$ cat src/rtl/bcp_sequencer.sv
// -----------------------------------------------------------------------------
// bcp_sequencer
// Sequences the hardware BCP check unit of the SAT engine:
//   - INIT  : streams CLAUSE_NUM clause records from clause memory into the
//             check unit, one record per cycle, then pulses init_done.
//   - READY : accepts backtrack requests and decisions, and owns the
//             assignment/free vectors.
//   - CHECK : fires a one-cycle check strobe with every clause slot enabled.
//   - WAIT  : applies the returned implication and re-checks, or reports a
//             fixpoint (bcp_done) or a conflict (bcp_conflict).
//
// Ports
//   clock, reset (async, active-low), start
//   mem_addr / mem_rdata                      clause memory read (1-cycle latency)
//   initial_signal, initial_mem, clause_en,
//   init_done                                 check-unit load interface
//   dec_valid, dec_ready, dec_var, dec_val    decision handshake
//   bt_valid, bt_mask                         backtrack request
//   free, assignment, imp_count               variable state
//   check_unit_request, chk_*                 check-unit request/response
//   bcp_done, bcp_conflict                    outcome pulses
//
// Optional feature macro: BCP_WATCHDOG_EN
//   When defined, a 4-bit watchdog in WAIT reports a conflict and returns to
//   READY if chk_valid is absent for 15 cycles (assignments are kept).
//   When undefined, WAIT holds indefinitely.
// -----------------------------------------------------------------------------
module bcp_sequencer #(
  parameter  int VAR_NUM    = 8,
  parameter  int CLAUSE_NUM = 8,
  localparam int VW         = $clog2(VAR_NUM),
  localparam int CW         = $clog2(CLAUSE_NUM)
) (
  input  logic                  clock,
  input  logic                  reset,
  input  logic                  start,
  output logic [CW-1:0]         mem_addr,
  input  logic [23:0]           mem_rdata,
  output logic                  initial_signal,
  output logic [23:0]           initial_mem,
  output logic [CLAUSE_NUM-1:0] clause_en,
  output logic                  init_done,
  input  logic                  dec_valid,
  output logic                  dec_ready,
  input  logic [VW-1:0]         dec_var,
  input  logic                  dec_val,
  input  logic                  bt_valid,
  input  logic [VAR_NUM-1:0]    bt_mask,
  output logic [VAR_NUM-1:0]    free,
  output logic [VAR_NUM-1:0]    assignment,
  output logic                  check_unit_request,
  input  logic                  chk_valid,
  input  logic                  chk_unit,
  input  logic                  chk_conflict,
  input  logic [VW-1:0]         chk_imp_var,
  input  logic                  chk_imp_val,
  output logic                  bcp_done,
  output logic                  bcp_conflict,
  output logic [VW:0]           imp_count
);

  typedef enum logic [2:0] {
    S_IDLE  = 3'd0,
    S_INIT  = 3'd1,
    S_READY = 3'd2,
    S_CHECK = 3'd3,
    S_WAIT  = 3'd4
  } state_t;

  localparam logic [CW-1:0]         ADDR_LAST = CW'(CLAUSE_NUM - 1);
  localparam logic [VW:0]           IMP_MAX   = (VW + 1)'(VAR_NUM);
  localparam logic [CLAUSE_NUM-1:0] ONE_C     = {{(CLAUSE_NUM - 1){1'b0}}, 1'b1};

  state_t                r_state;
  logic [CW-1:0]         r_mem_addr;
  logic                  r_fetch_act;     // an address is being presented to clause memory
  logic                  r_initial_signal;
  logic [CLAUSE_NUM-1:0] r_clause_en;
  logic                  r_init_done;
  logic [VAR_NUM-1:0]    r_free;
  logic [VAR_NUM-1:0]    r_assignment;
  logic                  r_check_req;
  logic                  r_bcp_done;
  logic                  r_bcp_conflict;
  logic [VW:0]           r_imp_count;
`ifdef BCP_WATCHDOG_EN
  logic [3:0]            r_wd_cnt;
`endif

  logic [VAR_NUM-1:0]    w_free_bt;
  logic [VAR_NUM-1:0]    w_asg_bt;
  logic                  w_imp_free;
  logic                  w_imp_cur;
  logic [CLAUSE_NUM-1:0] w_onehot;

  // Post-backtrack vectors, one-hot load slot and implied-variable lookups
  always_comb begin
    w_free_bt = r_free;
    w_asg_bt  = r_assignment;
    if (bt_valid) begin
      w_free_bt = r_free | bt_mask;
      w_asg_bt  = r_assignment & ~bt_mask;
    end else begin
      w_free_bt = r_free;
      w_asg_bt  = r_assignment;
    end
    w_imp_free = r_free[chk_imp_var];
    w_imp_cur  = r_assignment[chk_imp_var];
    w_onehot   = ONE_C << r_mem_addr;
  end

  // Main sequencer FSM with all registered outputs
  always_ff @(posedge clock or negedge reset) begin
    if (!reset) begin
      r_state          <= S_IDLE;
      r_mem_addr       <= {CW{1'b0}};
      r_fetch_act      <= 1'b0;
      r_initial_signal <= 1'b0;
      r_clause_en      <= {CLAUSE_NUM{1'b0}};
      r_init_done      <= 1'b0;
      r_free           <= {VAR_NUM{1'b1}};
      r_assignment     <= {VAR_NUM{1'b0}};
      r_check_req      <= 1'b0;
      r_bcp_done       <= 1'b0;
      r_bcp_conflict   <= 1'b0;
      r_imp_count      <= {(VW + 1){1'b0}};
`ifdef BCP_WATCHDOG_EN
      r_wd_cnt         <= 4'd0;
`endif
    end else begin
      // strobes and pulses are single-cycle unless re-asserted below
      r_init_done    <= 1'b0;
      r_check_req    <= 1'b0;
      r_bcp_done     <= 1'b0;
      r_bcp_conflict <= 1'b0;

      case (r_state)
        S_IDLE: begin
          if (start) begin
            r_state          <= S_INIT;
            r_mem_addr       <= {CW{1'b0}};
            r_fetch_act      <= 1'b1;
            r_initial_signal <= 1'b0;
            r_clause_en      <= {CLAUSE_NUM{1'b0}};
            r_free           <= {VAR_NUM{1'b1}};
            r_assignment     <= {VAR_NUM{1'b0}};
          end else begin
            r_state <= S_IDLE;
          end
        end

        S_INIT: begin
          // load stage trails the fetch stage by one cycle (memory latency)
          r_initial_signal <= r_fetch_act;
          r_clause_en      <= r_fetch_act ? w_onehot : {CLAUSE_NUM{1'b0}};
          if (r_fetch_act) begin
            if (r_mem_addr == ADDR_LAST) begin
              r_fetch_act <= 1'b0;
            end else begin
              r_mem_addr <= r_mem_addr + {{(CW - 1){1'b0}}, 1'b1};
            end
          end else begin
            r_fetch_act <= 1'b0;
          end
          // last load cycle: loading with no fetch behind it
          if (r_initial_signal && !r_fetch_act) begin
            r_init_done <= 1'b1;
          end else begin
            r_init_done <= 1'b0;
          end
          if (r_init_done) begin
            r_state    <= S_READY;
            r_mem_addr <= {CW{1'b0}};
          end else begin
            r_state <= S_INIT;
          end
        end

        S_READY: begin
          if (start) begin
            r_state          <= S_INIT;
            r_mem_addr       <= {CW{1'b0}};
            r_fetch_act      <= 1'b1;
            r_initial_signal <= 1'b0;
            r_clause_en      <= {CLAUSE_NUM{1'b0}};
            r_free           <= {VAR_NUM{1'b1}};
            r_assignment     <= {VAR_NUM{1'b0}};
          end else begin
            r_free       <= w_free_bt;
            r_assignment <= w_asg_bt;
            // later non-blocking writes let the decision bit override the backtrack
            if (dec_valid) begin
              r_free[dec_var]       <= 1'b0;
              r_assignment[dec_var] <= dec_val;
              r_imp_count           <= {(VW + 1){1'b0}};
              r_state               <= S_CHECK;
              r_check_req           <= 1'b1;
              r_clause_en           <= {CLAUSE_NUM{1'b1}};
            end else begin
              r_state <= S_READY;
            end
          end
        end

        S_CHECK: begin
          r_state     <= S_WAIT;
          r_clause_en <= {CLAUSE_NUM{1'b0}};
`ifdef BCP_WATCHDOG_EN
          r_wd_cnt    <= 4'd0;
`endif
        end

        S_WAIT: begin
          if (chk_valid) begin
            if (chk_conflict) begin
              r_bcp_conflict <= 1'b1;
              r_state        <= S_READY;
            end else if (chk_unit && w_imp_free) begin
              r_free[chk_imp_var]       <= 1'b0;
              r_assignment[chk_imp_var] <= chk_imp_val;
              if (r_imp_count != IMP_MAX) begin
                r_imp_count <= r_imp_count + {{VW{1'b0}}, 1'b1};
              end else begin
                r_imp_count <= r_imp_count;
              end
              r_state     <= S_CHECK;
              r_check_req <= 1'b1;
              r_clause_en <= {CLAUSE_NUM{1'b1}};
            end else if (chk_unit && (w_imp_cur != chk_imp_val)) begin
              r_bcp_conflict <= 1'b1;
              r_state        <= S_READY;
            end else begin
              // no unit, or a unit already satisfied: fixpoint (avoids livelock)
              r_bcp_done <= 1'b1;
              r_state    <= S_READY;
            end
          end else begin
`ifdef BCP_WATCHDOG_EN
            if (r_wd_cnt == 4'd14) begin
              r_bcp_conflict <= 1'b1;
              r_state        <= S_READY;
              r_wd_cnt       <= 4'd0;
            end else begin
              r_wd_cnt <= r_wd_cnt + 4'd1;
              r_state  <= S_WAIT;
            end
`else
            r_state <= S_WAIT;
`endif
          end
        end

        default: begin
          r_state <= S_IDLE;
        end
      endcase
    end
  end

  assign mem_addr           = r_mem_addr;
  assign initial_signal     = r_initial_signal;
  assign initial_mem        = r_initial_signal ? mem_rdata : 24'h000000;
  assign clause_en          = r_clause_en;
  assign init_done          = r_init_done;
  assign dec_ready          = (r_state == S_READY) && !start;
  assign free               = r_free;
  assign assignment         = r_assignment;
  assign check_unit_request = r_check_req;
  assign bcp_done           = r_bcp_done;
  assign bcp_conflict       = r_bcp_conflict;
  assign imp_count          = r_imp_count;

endmodule

$ cat config.mk
export PLATFORM = sky130hd
export DESIGN_NAME = bcp_sequencer
export DESIGN_NICKNAME = d
export VERILOG_FILES = /design/src/rtl/bcp_sequencer.sv
export SDC_FILE = /design/constraint.sdc
export NUM_CORES = 1
export LEC_CHECK = 0
export ABC_AREA = 1
export CAP_MARGIN = 20
export CORE_MARGIN = 2
export CORE_UTILIZATION = 38
export CTS_BUF_LIST = sky130_fd_sc_hd__clkbuf_4
export DETAILED_ROUTE_END_ITERATION = 10
export GPL_TIMING_DRIVEN = 0
export PLACE_DENSITY = 0.72
export RECOVER_POWER = 25
export REMOVE_ABC_BUFFERS = 1
export SETUP_SLACK_MARGIN = 0.5
export SLEW_MARGIN = 20
export SYNTH_ARGS = -nofsm -noshare
export SYNTH_HDL_FRONTEND = slang
export SYNTH_SLANG_ARGS = --single-unit
$ cat constraint.sdc
create_clock -name clock -period 1.4 [get_ports clock]
set_input_delay 0.28 -clock clock [delete_from_list [all_inputs] [get_ports clock]]
set_output_delay 0.28 -clock clock [all_outputs]
set_load 0.03 [all_outputs]
# [Yosys cells after proc, flatten, opt, wreduce, memory -nomap -nowiden]
# Cells that the tools add are included.
[totals] register_bits=40 wordCells=141
[classes] add_sub_neg=2 order_cmp=4 n_eq_ne=18 n_shift=1 mux=78 bitwise_logic=7 n_reduce_logical=19
[ops] operator="$mux W8" count=20
[ops] operator="$pmux W8 S3" count=2
[ops] operator="$pmux W8 S5" count=1
[ops] operator="$mux W1" count=29
[ops] operator="$and A8 B8 Y8" count=3
[ops] operator="$mux W24" count=1
[ops] operator="$mux W4" count=6
[ops] operator="$not A8 Y8" count=3
[ops] operator="$bwmux W8" count=2
[ops] operator="$mux W3" count=5
[ops] operator="$pmux W3 S5" count=1
[ops] operator="$ne A2 B2 Y1 const B" count=7
[ops] operator="$ne A3 B3 Y1 const B" count=3
[ops] operator="$lt A3 B4 Y1 const B" count=2
[ops] operator="$or A8 B8 Y8" count=1
[ops] operator="$pmux W4 S2" count=1
[ops] operator="$shl A1 B3 Y8 const A" count=1
[ops] operator="$reduce_and A7 Y1" count=1
[ops] operator="$bmux W1 S3" count=2
[ops] operator="$demux W1 S3" count=2
[ops] operator="$eq A3 B2 Y1 const B" count=2
[ops] operator="$eq A3 B3 Y1 const B" count=2
[ops] operator="$ge A3 B1 Y1 const B" count=2
[ops] operator="$logic_and A1 B1 Y1" count=6
[ops] operator="other kinds (19)" count=24

# [Longest topological paths before layout]
# Gate-level depths: netlist of run 1.
[logic_depth] depth_word=10 ltp_mapped=13

# [Worst setup path after synthesis of run 1]
# OpenSTA, ideal clock, no wires.
[synth_path] path_type="register to register" startpoint="reg r_mem_addr[0], in the netlist mem_addr[0]" endpoint="reg r_mem_addr[0], in the netlist mem_addr[0]" setup_time_ps=79 arrival_time_ps=1678 required_ps=1321 path_slack_ps=-357 path_stages_with_launch=9 synth_period_minus_slack_ps=1757 path_cell_list="dfrtp_1 -> ha_1 -> ha_1 -> or2_2 -> nand2_1 -> nand2_1 -> inv_1 -> nand3_1 -> o21ai_1"
[synth_via] elab_chain_cells=5 word_cells_on_any_way=8
[synth_rtl] element="start: declaration" line_no="75" rtl="logic [CW-1:0] r_mem_addr;"
[synth_rtl] element="start signal: assignment" line_no="116" rtl="r_mem_addr <= {CW{1'b0}};"
[synth_rtl] element="start signal: assignment" line_no="141" rtl="r_mem_addr <= {CW{1'b0}};"
[synth_rtl] element="start signal: assignment" line_no="160" rtl="r_mem_addr <= r_mem_addr + {{(CW - 1){1'b0}}, 1'b1};"
[synth_rtl] element="$add A3 B1 Y3" line_no="160"
[synth_rtl] element="$mux W3" line_no="157" rtl="if (r_mem_addr == ADDR_LAST) begin"
[synth_rtl] element="$mux W3" line_no="156" rtl="if (r_fetch_act) begin"
[synth_rtl] element="$mux W3" line_no="171" rtl="if (r_init_done) begin"
[synth_rtl] element="$pmux W3 S2" line_no="137" rtl="case (r_state)"
# Several ways; a longest one is shown, not always the timed one. The select of a mux whose other input is x is not followed.
# A chain may end at the register's enable or synchronous reset.

# [Worst setup path in the final report of run 1]
[layout_path] startpoint="reg r_free[7], in the netlist free[7]" endpoint="reg r_clause_en[4], in the netlist clause_en[4]"
[layout_via] elab_chain_cells=5
[layout_rtl] element="start: declaration" line_no="80" rtl="logic [VAR_NUM-1:0] r_free;"
[layout_rtl] element="start signal: assignment" line_no="121" rtl="r_free <= {VAR_NUM{1'b1}};"
[layout_rtl] element="start signal: assignment" line_no="145" rtl="r_free <= {VAR_NUM{1'b1}};"
[layout_rtl] element="start signal: assignment" line_no="186" rtl="r_free <= {VAR_NUM{1'b1}};"
[layout_rtl] element="$bmux W1 S3" line_no="107" rtl="w_imp_free = r_free[chk_imp_var];"
[layout_rtl] element="$mux W1 (not written as such)" line_no="107"
[layout_rtl] element="$logic_and A1 B1 Y1" line_no="218" rtl="end else if (chk_unit && w_imp_free) begin"
[layout_rtl] element="$ne A2 B2 Y1 (no source line)"
[layout_rtl] element="$reduce_and A6 Y1 (no source line)"
[layout_rtl] element="end signal: assignment" line_no="119" rtl="r_clause_en <= {CLAUSE_NUM{1'b0}};"
[layout_rtl] element="end signal: assignment" line_no="207" rtl="r_clause_en <= {CLAUSE_NUM{1'b0}};"
[layout_rtl] element="end signal: assignment" line_no="228" rtl="r_clause_en <= {CLAUSE_NUM{1'b1}};"
[layout_rtl] element="end: declaration" line_no="78" rtl="logic [CLAUSE_NUM-1:0] r_clause_en;"
# No other way between the ends. The select of a mux whose other input is x is not followed.

==> impl_metrics.ini, run 1 <==
[final_layout]
syn_to_final_growth_pct = 84.8
nets = 692
fillCellCount = 556
fin_area_um2 = 5530
drive_above_1_share_pct = 46.6
fin_cells = 740
finish.utilization_pct = 71.9

[floorplan]
initial_utilization_pct = 38.9
die_h_um = 92.7
fp-row-count = 32
die_area_um2 = 8600
io_pins = 109
die_w_um = 92.7
coreArea_um2 = 7690

[pwr]
power_mw = 9.91
switchingPower_mw = 4.84
p_sw_share_pct = 48.8
ir_drop_mv = 1.12
p_seq_share_pct = 20.2
internal_power_mw = 5.07
combPwrFrac_pct = 73.5
p_leak_nw = 2.76
power_density_nw_per_um2 = 1790
power_frac_clock_pct = 6.3

[sta]
min_period_ns = 1.72
max_slew_margin_pct = 42.1
finalSetupTns_ns = -14.97
timing.hold.ws_ns = -0.0171
fin_crit_sh_pct = 123
fmax_ghz = 0.581
slew_violations = 0
worst_pin_slew_ns = 0.869
finalHoldViolations = 12
layout_setup_ws_ns = -0.322
rsz0062_at_grt = true
timing.clock.skew_ns = 0.0244
finalSetupViolCount = 72

[routing]
firstDrtPassIters = 5
drtIter0Drc = 372
vias = 3976
vias_per_cell = 5.37
ant_nets = 0
drt_wl_total_um = 12400
drc_errors = 0
wire_per_inst_um = 16.8

[critical_path]
slowest_stage = dfstp_2
r2r-end = clause_en[4]
worstSetupPathType = reg -> reg
path_common_cell = nand2_1
critPathArrivalTime_ns = 1.96
worstSetupStartpointType = register
max_stage_delay_ns = 0.60
timing.rr.start = free[7]
endpoint_kind = register
crit_fanout = 8
r2r_cells = 12
required_ns = 1.64
reg2reg_slack_ns = -0.32
critical_path.cell_chain = nand2_1 -> nand2_1 -> nand2_1 -> nand2_2 -> inv_2 -> nand2_4 -> nand3_4 -> nand2_8 -> buf_12 -> nand2_8 -> nand2_2 -> o21ai_2

[yosys]
synth.area.top_cells = dfrtp_1 (27%), nand2_1 (20%), inv_1 (8.3%)
yosysMostFrequentCell = nand2_1
yosys.area.top_type = dfrtp_1
synth_cell_types = 30
synth_edf_count = 0
syn_inst = 458
synth-async-reset-ratio_pct = 100
ys_ff_latch = 40
ys_seq_area_share_pct = 33.8
synth_area_um2 = 2990
ys.flop_type = dfrtp_1
netlist_top_cells_count = nand2_1 (163), inv_1 (66), a21oi_1 (35)
syn_avg_cell_area_um2 = 6.53
ys_warn_count = 0
synth_top_area_share_pct = 26.8

[placement]
dp_slack_ns = -1.19
hpwl_um = 6590
dpl-instance-area_um2 = 4120
portBuffers = 108
routabilityCongestion = 0.868
dp_cells = 652

[global_route]
grt-ovfl-total = 0
grt_pass1_wl_um = 17600
gr-usage-all-layers_pct = 25.9
grt_max_degree = 26
antenna_found_initial = 1
grt_pass1_vias = 3630

[outcome]
status = finished with violations
violations = negative hold slack, negative setup slack

[clock_tree]
cts.sink_count = 40
clock_path_buffers = 2
cts_buffers = 5
clk_pin_slew_ns = 0.15
cts_tree = done
cts.htree.levels = 2
cts-root-buf = clkbuf_4
clock_latency_ns = 0.36

[run]
cap_violations = 0

[worst_hold_path]
hold_path_class = in -> async
## placed cells by master, fill, tap and decap left out, types with 12 or more instances in the layout
cell type        Yosys  layout
o21ai_0             25      20
nor2_1              18      12
nand2_4              2      28
buf_4                2      41
nand3_1             28      22
inv_2                5      33
clkdlybuf4s50_1      0      41
inv_1               66      30
a21oi_1             35      33
nand4_1             17      17
nand2_1            163     110
dfrtp_1             32      27
buf_6                3      87
nand2_2              2      27
## power groups by stage
stage	Combinational, mW	Sequential, mW	Clock (mW)
after global routing	7.74	2.03	0.678
after CTS	6.00	1.93	0.621
final	7.28	2.01	0.626
after global placement	4.10	2.03	0
after floorplan	2.07	2.53	0
after detailed placement	4.17	2.04	0
## routing by layer
layer / up-vias / global-route usage, % / share of wire [%]
met3: 50 / 6.83 / 11
met5: - / 0 / 0
met2: 294 / 43.3 / 49
li1: 1835 / - / -
met4: 0 / 10.9 / 4.1
met1: 1797 / 31.5 / 37
## flip-flops by register name, summed over array words and instances (netlist names)
name and cells:
initial_signal 1, r_state 3, assignment 8, mem_addr 3, bcp_conflict 1, clause_en 8, r_fetch_act 1, free 8
check_unit_request 1, imp_count 4, bcp_done 1, init_done 1
## area by class of cell
cell class                 instances  area (µm²)  area share, %
multi-input combinational        333        2110           38.1
sequential                        40        1020           18.5
tap                              102         128           2.31
timing repair inverter             1        8.76          0.159
inverter                          71         293           5.30
timing repair buffer             184        1910           34.6
clock inverter                     3        18.8          0.340
antenna                            1        2.50         0.0453
clock buffer                       5        37.5          0.679
## timing repair
| action | CTS | global route |
|---|---|---|
| gates cloned | 5 | 2 |
| pin swaps | 18 | 20 |
| setup buffers | 51 | 21 |
| gates resized for setup | 546 | 95 |
| hold endpoints to repair | 12 | 12 |
| setup endpoints to repair | 101 | 101 |
## how the worst max path moves through the flow
stage | startpoint | end | slack [ns] | depth (start not counted)
6_report | free[7] | clause_en[4] | -0.32 | 12
5_1_grt | free[7] | clause_en[6] | -0.39 | 12
2_1_floorplan | r_state[0] | clause_en[0] | -0.57 | 7
3_3_place_gp | start | dec_ready | -1.21 | 3
4_1_cts | free[2] | assignment[3] | -0.23 | 11
3_5_place_dp | start | dec_ready | -1.19 | 3
## critical path: cells and delay by family (launching register included)
family	cells	cell delay [ns]
buffers and inverters	2	0.16
flip-flops	1	0.60
AND/OR/NAND/NOR	9	0.79
AO/OA/AOI/OAI	1	0.05
## kinds of logic (layout without fill, tap and decap cells)
logic type	count (synthesis)	in the layout	share of synthesized area (%)
and+or+nand+nor	240	243	34.9
buffers and inverters	88	264	12.2
AOI/OAI and AO/OA	81	81	15.5
DFF	40	40	33.8
adders and majority gates	8	8	3.35
xor gates and xnor gates	1	1	0.293
other	0	1	0
Power figures use the tool's default switching activity.
==> run 2, diff against run 1 <==
--- a/config.mk
+++ b/config.mk
@@ -7,16 +7,17 @@
 export LEC_CHECK = 0
 export ABC_AREA = 1
 export CAP_MARGIN = 20
-export CORE_MARGIN = 2
+export CORE_MARGIN = 10
 export CORE_UTILIZATION = 38
 export CTS_BUF_LIST = sky130_fd_sc_hd__clkbuf_4
+export CTS_CLUSTER_DIAMETER = 60
 export DETAILED_ROUTE_END_ITERATION = 10
 export GPL_TIMING_DRIVEN = 0
 export PLACE_DENSITY = 0.72
 export RECOVER_POWER = 25
 export REMOVE_ABC_BUFFERS = 1
 export SETUP_SLACK_MARGIN = 0.5
-export SLEW_MARGIN = 20
+export SLEW_MARGIN = 5
 export SYNTH_ARGS = -nofsm -noshare
 export SYNTH_HDL_FRONTEND = slang
 export SYNTH_SLANG_ARGS = --single-unit
==> run 2 against run 1 <==
Against the previous run:
- the flow finishes with violations (negative setup slack)
- sequential cell count unchanged
- cell count decreased by 0.14%
- highest routed layer unchanged
- critical path type unchanged
- largest power group unchanged
- die area increased by 37%
- combinational power about the same
- clock-buffer cell count increased by 1
- largest cell class unchanged
- critical path depth decreased by 4
- fmax decreased by 0.26%
- first-iteration DRC count increased by 61%
- clock skew decreased by 0.012 ns
- utilization increased by 0.16 points
- via count increased by 1.4%
==> impl_metrics.ini, run 2 (synthesis gave the netlist of run 1 again) <==
[outcome]
status = finished with violations
violations = negative setup slack

[critical_path]
required_ns = 1.70
slowest_stage = dfrtp_2
max_stage_delay_ns = 0.48
critical_path.cell_chain = nor2_4 -> buf_4 -> inv_4 -> a211oi_1 -> a21oi_2 -> nand2_8 -> nand2_1 -> o21ai_2
worstSetupStartpointType = register
crit_fanout = 16
r2r_cells = 8
reg2reg_slack_ns = -0.33
timing.rr.start = r_state[2]
r2r-end = clause_en[3]
critPathArrivalTime_ns = 2.03
endpoint_kind = register
worstSetupPathType = reg -> reg

[pwr]
power_density_nw_per_um2 = 1850
p_leak_nw = 2.78
ir_drop_mv = 1.21

[sta]
finalSetupViolCount = 71
finalSetupTns_ns = -14.32
max_slew_margin_pct = 53.7
finalHoldViolations = 0
min_period_ns = 1.73
fin_crit_sh_pct = 123
worst_pin_slew_ns = 0.694
rsz0062_at_grt = true
timing.clock.skew_ns = 0.0127
slew_violations = 0
fmax_ghz = 0.579
layout_setup_ws_ns = -0.327

[clock_tree]
cts.htree.levels = 2
clk_pin_slew_ns = 0.13
cts_tree = done
cts-root-buf = clkbuf_4
clock_latency_ns = 0.36
cts_buffers = 5
clock_path_buffers = 2
cts.sink_count = 40

[global_route]
gr-usage-all-layers_pct = 19.7
grt_pass1_wl_um = 18800
antenna_found_initial = 1
grt_pass1_vias = 3811
grt-ovfl-total = 0
grt_max_degree = 31

[run]
cap_violations = 0

[final_layout]
layout_commonest_cell = nand2_1
fin_cells = 739
finish.utilization_pct = 72.0
multi_input_area_um2 = 2070
syn_to_final_growth_pct = 85.2
nets = 691
regArea_um2 = 1020
layout_common_cells = nand2_1 (117), buf_6 (79), buf_4 (49)
fillCellCount = 569
drive_above_1_share_pct = 44.8
fin_area_um2 = 5540

[floorplan]
die_w_um = 109
fp-row-count = 32
die_h_um = 109
coreArea_um2 = 7690
die_area_um2 = 11800
initial_utilization_pct = 38.9
io_pins = 109

[placement]
dp_slack_ns = -1.23
dp_cells = 652
dpl-instance-area_um2 = 4120
hpwl_um = 7560
portBuffers = 108
routabilityCongestion = 0.893

[routing]
drt_wl_total_um = 13400
ant_nets = 0
firstDrtPassIters = 8
wire_per_inst_um = 18.1
drc_errors = 0
vias = 4031
drtIter0Drc = 599
vias_per_cell = 5.45

[worst_hold_path]
hold_path_class = in -> async
[run 2: changes by cell type in the layout (fill, tap and decap cells not counted), sizes merged]
cell	delta
inv	-2
nand2	-1
clkinvlp	-2
dlygate4sd3	+1
buf	+2
bufinv	+2
clkbuf	-1
[run 2: worst max path at each step]
stage / startpoint / endpoint / slack [ns] / cells past startpoint
3_3_place_gp: start / dec_ready / -1.21 / 3
4_1_cts: r_state[2] / dec_ready / -0.23 / 4
2_1_floorplan: r_state[0] / clause_en[0] / -0.57 / 7
6_report: r_state[2] / clause_en[3] / -0.33 / 8
3_5_place_dp: start / dec_ready / -1.23 / 3
5_1_grt: free[6] / assignment[5] / -0.37 / 11
[run 2: area by class of cell]
class,instances,share of cell area (%)
repair buffers,185,34.6
multi-input cells,332,37.4
flip-flops and latches,40,18.5
clock inverters,2,1.08
diodes,1,0.0452
clock buffers,6,0.813
well taps,102,2.30
inverters,71,5.29
[run 2: metrics by stage]
stage / hold WS, ns / total power [mW]
after CTS: 0.323 / 8.83
final: 0.430 / 10.3
after global placement: 0.453 / 6.18
after floorplan: -0.0156 / 4.60
after global routing: 0.481 / 10.8
after detailed placement: 0.177 / 6.26
[run 2: critical path, delay by kind of cell (launching register included)]
family                 cells  cell delay [ns]
AOI/OAI and AO/OA          3             0.53
buffers and inverters      2             0.22
DFF                        1             0.48
and+or+nand+nor            3             0.43
[run 2: repair_timing]
| action | 4_1_cts | 5_1_grt |
|---|---|---|
| gates cloned | 3 | 1 |
| pin swaps | 20 | 20 |
| hold endpoints to repair | 7 | 0 |
| gates resized for setup | 529 | 91 |
| hold buffers | 1 | 0 |
| setup endpoints to repair | 101 | 105 |
| setup buffers | 48 | 25 |
[run 2: metal layers]
metal | track usage [%] | vias to the layer above | routed length, µm
met3 | 3.54 | 58 | 1360
met2 | 33.5 | 320 | 6300
met5 | 0 | - | 0
li1 | - | 1832 | -
met1 | 24.0 | 1821 | 5220
met4 | 7.91 | 0 | 481
[run 2: report_power, final]
part	switching, mW	internal (mW)
sequential	0.390	1.60
combinational	4.02	3.26
clock	0.410	0.577
total	4.82	5.44
==> RTL edit (settings of run 1) <==
Encoding of `state_t`: now one-hot (5 bits for 5 states).
--- a/src/rtl/bcp_sequencer.sv
+++ b/src/rtl/bcp_sequencer.sv
@@ -59,12 +59,12 @@
   output logic [VW:0]           imp_count
 );
 
-  typedef enum logic [2:0] {
-    S_IDLE  = 3'd0,
-    S_INIT  = 3'd1,
-    S_READY = 3'd2,
-    S_CHECK = 3'd3,
-    S_WAIT  = 3'd4
+  typedef enum logic [4:0] {
+    S_IDLE  = 5'b00001,
+    S_INIT  = 5'b00010,
+    S_READY = 5'b00100,
+    S_CHECK = 5'b01000,
+    S_WAIT  = 5'b10000
   } state_t;
 
   localparam logic [CW-1:0]         ADDR_LAST = CW'(CLAUSE_NUM - 1);
Check against the original RTL: same outputs for any inputs over 10 cycles, from zero or initial values and one cycle with reset low; not proved beyond that.
==> RTL edit against run 1 <==
The flow finishes with violations (negative setup slack). Synthesized cell count is 5.7% higher. Power down 12%. Clock power grew 35%. Area after synthesis up 4.0%. Worst hold slack improved by 240 ps. Routed wire length increased by 17%. Sequential cell count increased by 2. Fmax is 7.8% lower. Core utilization increased by 3.5 points. Global-route usage is 1.9 points higher. Setup slack worse by 150 ps. Clock skew decreased by 13 ps. Design area up 6.5%.
==> RTL edit: results (changes against run 1) <==
Logic synthesis
  – Synth Area in Compound Gates: 0.116 (-0.0385)
  – Seq/Total Area, Yosys: 0.342 (+0.00357)
  – Top cells by count, synth: 185 x nand2_1, 63 x inv_1, 48 x o21ai_0, 33 x dfrtp_1, 27 x nand3_1
  – Async set-or-reset flop fraction in the synthesized netlist: 1.00 (unchanged)
  – Area contributors post-synth: dfrtp_1 27%, nand2_1 22%, o21ai_0 7.7%, dfstp_2 7.6%, inv_1 7.6%
  – Post-Synth XOR/XNOR Area: 0.00282 (-0.000112)
  – Mux cell area share after synthesis: 0 (unchanged)
  – Synth unique cells: 29 (-3.3%)
  – Ys Warns: 0 (unchanged)
  – Syn Inst Count: 484 (+5.7%)
  – Post-Synth Adder-Cell Area: 0.0322 (-0.00128)

Global routing
  – Vias in the first global route: 3933 (+8.3%)
  – Initial antenna violation count: 0 (-1)
  – GRT Util Overall: 0.278 (+0.0190)
  – First-pass GRT wire length: 19.5 mm (+11%)
  – Pin count of the biggest net entering global routing: 31 (+19%)

Layout
  – Nets: 733 (+5.9%)
  – Layout cells sized above 1: 0.437 (-0.0297)
  – ANT cells: 0 (-1)

Timing
  – Worst hold margin: 226 ps (+243 ps)
  – Total negative slack: -21780 ps (-6810 ps)
  – PnR worst setup slack: -469 ps (-146 ps)
  – Setup Skew: 11.3 ps (-13.0 ps)
  – Worst slew margin: 0.458 (+0.0377)
  – Final setup viols: 72 (unchanged)

Detailed routing
  – Initial DRT Pass Iterations: 6 (+1)
  – Final WL: 14.5 mm (+17%)
  – Via-to-Cell Ratio: 5.71 (+6.3%)
  – Vias: 4456 (+12%)
  – Initial DRC Count: 464 (+25%)

Placement
  – Hpwl dp: 6.93 mm (+5.1%)
  – DP Area: 4270 um2 (+3.8%)
  – Number of port buffers: 108 (unchanged)
  – Gpl congestion: 0.938 (+8.0%)
  – Dpl ws: -1260 ps (-69.3 ps)
  – Placed Instances: 679 (+4.1%)

Clocking
  – Worst skew pair latency: 360 ps (about the same)
  – H-Tree Depth: 2 (unchanged)
  – Worst-path clk slew: 130 ps (-20 ps)
  – CTS Buf Count: 5 (unchanged)

Outcome
  – Run status: finished, violations left
  – Failing checks: negative setup slack

Run
  – Max-cap violations: 0 (unchanged)

Pwr
  – VDD IR-drop max: 0.957 mV (-14%)
  – Leak Pwr: 3.05 nW (+10%)
-- RTL edit: timing repair --
action,4_1_cts,5_1_grt
hold buffers,2,0
resized for setup,529,110
endpoints found under the hold margin,9,0
endpoints found under the setup margin,103,104
gates cloned,7,0
pin swaps,34,24
buffers inserted,55,29
-- RTL edit: final timing paths --
kind / cells after the start / to / startpoint
setup reg to reg: 11 / assignment[0] / free[7]
setup / recovery: 11 / assignment[0] / free[7]
hold reg to reg: 2 / free[3] / free[3]
min in group clock: 2 / free[3] / free[3]
max in group asynchronous: 3 / initial_signal / reset
hold / removal: 2 / free[2] / reset
-- RTL edit: metal layers --
layer	track usage	share of wire	up-vias
li1	-	-	1940
met1	0.333	0.35	2043
met2	0.491	0.48	341
met3	0.0503	0.096	132
met4	0.111	0.078	0
met5	0	0	-
-- RTL edit: cell type report --
cell class / instances / area, um2
multi-input combinational: 361 / 2200
timing repair buffer: 200 / 2130
fill: 513 / 1920
sequential: 42 / 1070
inverter: 67 / 267
tap: 102 / 128
clock buffer: 7 / 52.6
clock inverter: 1 / 30.0
-- RTL edit: worst max-delay path, cell delays in order (launching register included) --
cell,delay (ps)
dfstp_2,620
nand2_1,90
nand2_1,90
nand2_1,60
nand2_1,80
inv_1,60
nand2_2,100
nand3_4,130
nand2_8,150
nand3_4,200
nand2_1,120
nand2_1,50
-- RTL edit: power by group --
| part | leakage, nW | total, W | internal (W) | switching, W |
|---|---|---|---|---|
| logic | 2.48 | 0.00598 | 0.00271 | 0.00328 |
| clock network | 0.0463 | 0.000848 | 0.000418 | 0.000430 |
| registers | 0.517 | 0.00187 | 0.00156 | 0.000317 |
| total | 3.05 | 0.00870 | 0.00468 | 0.00402 |
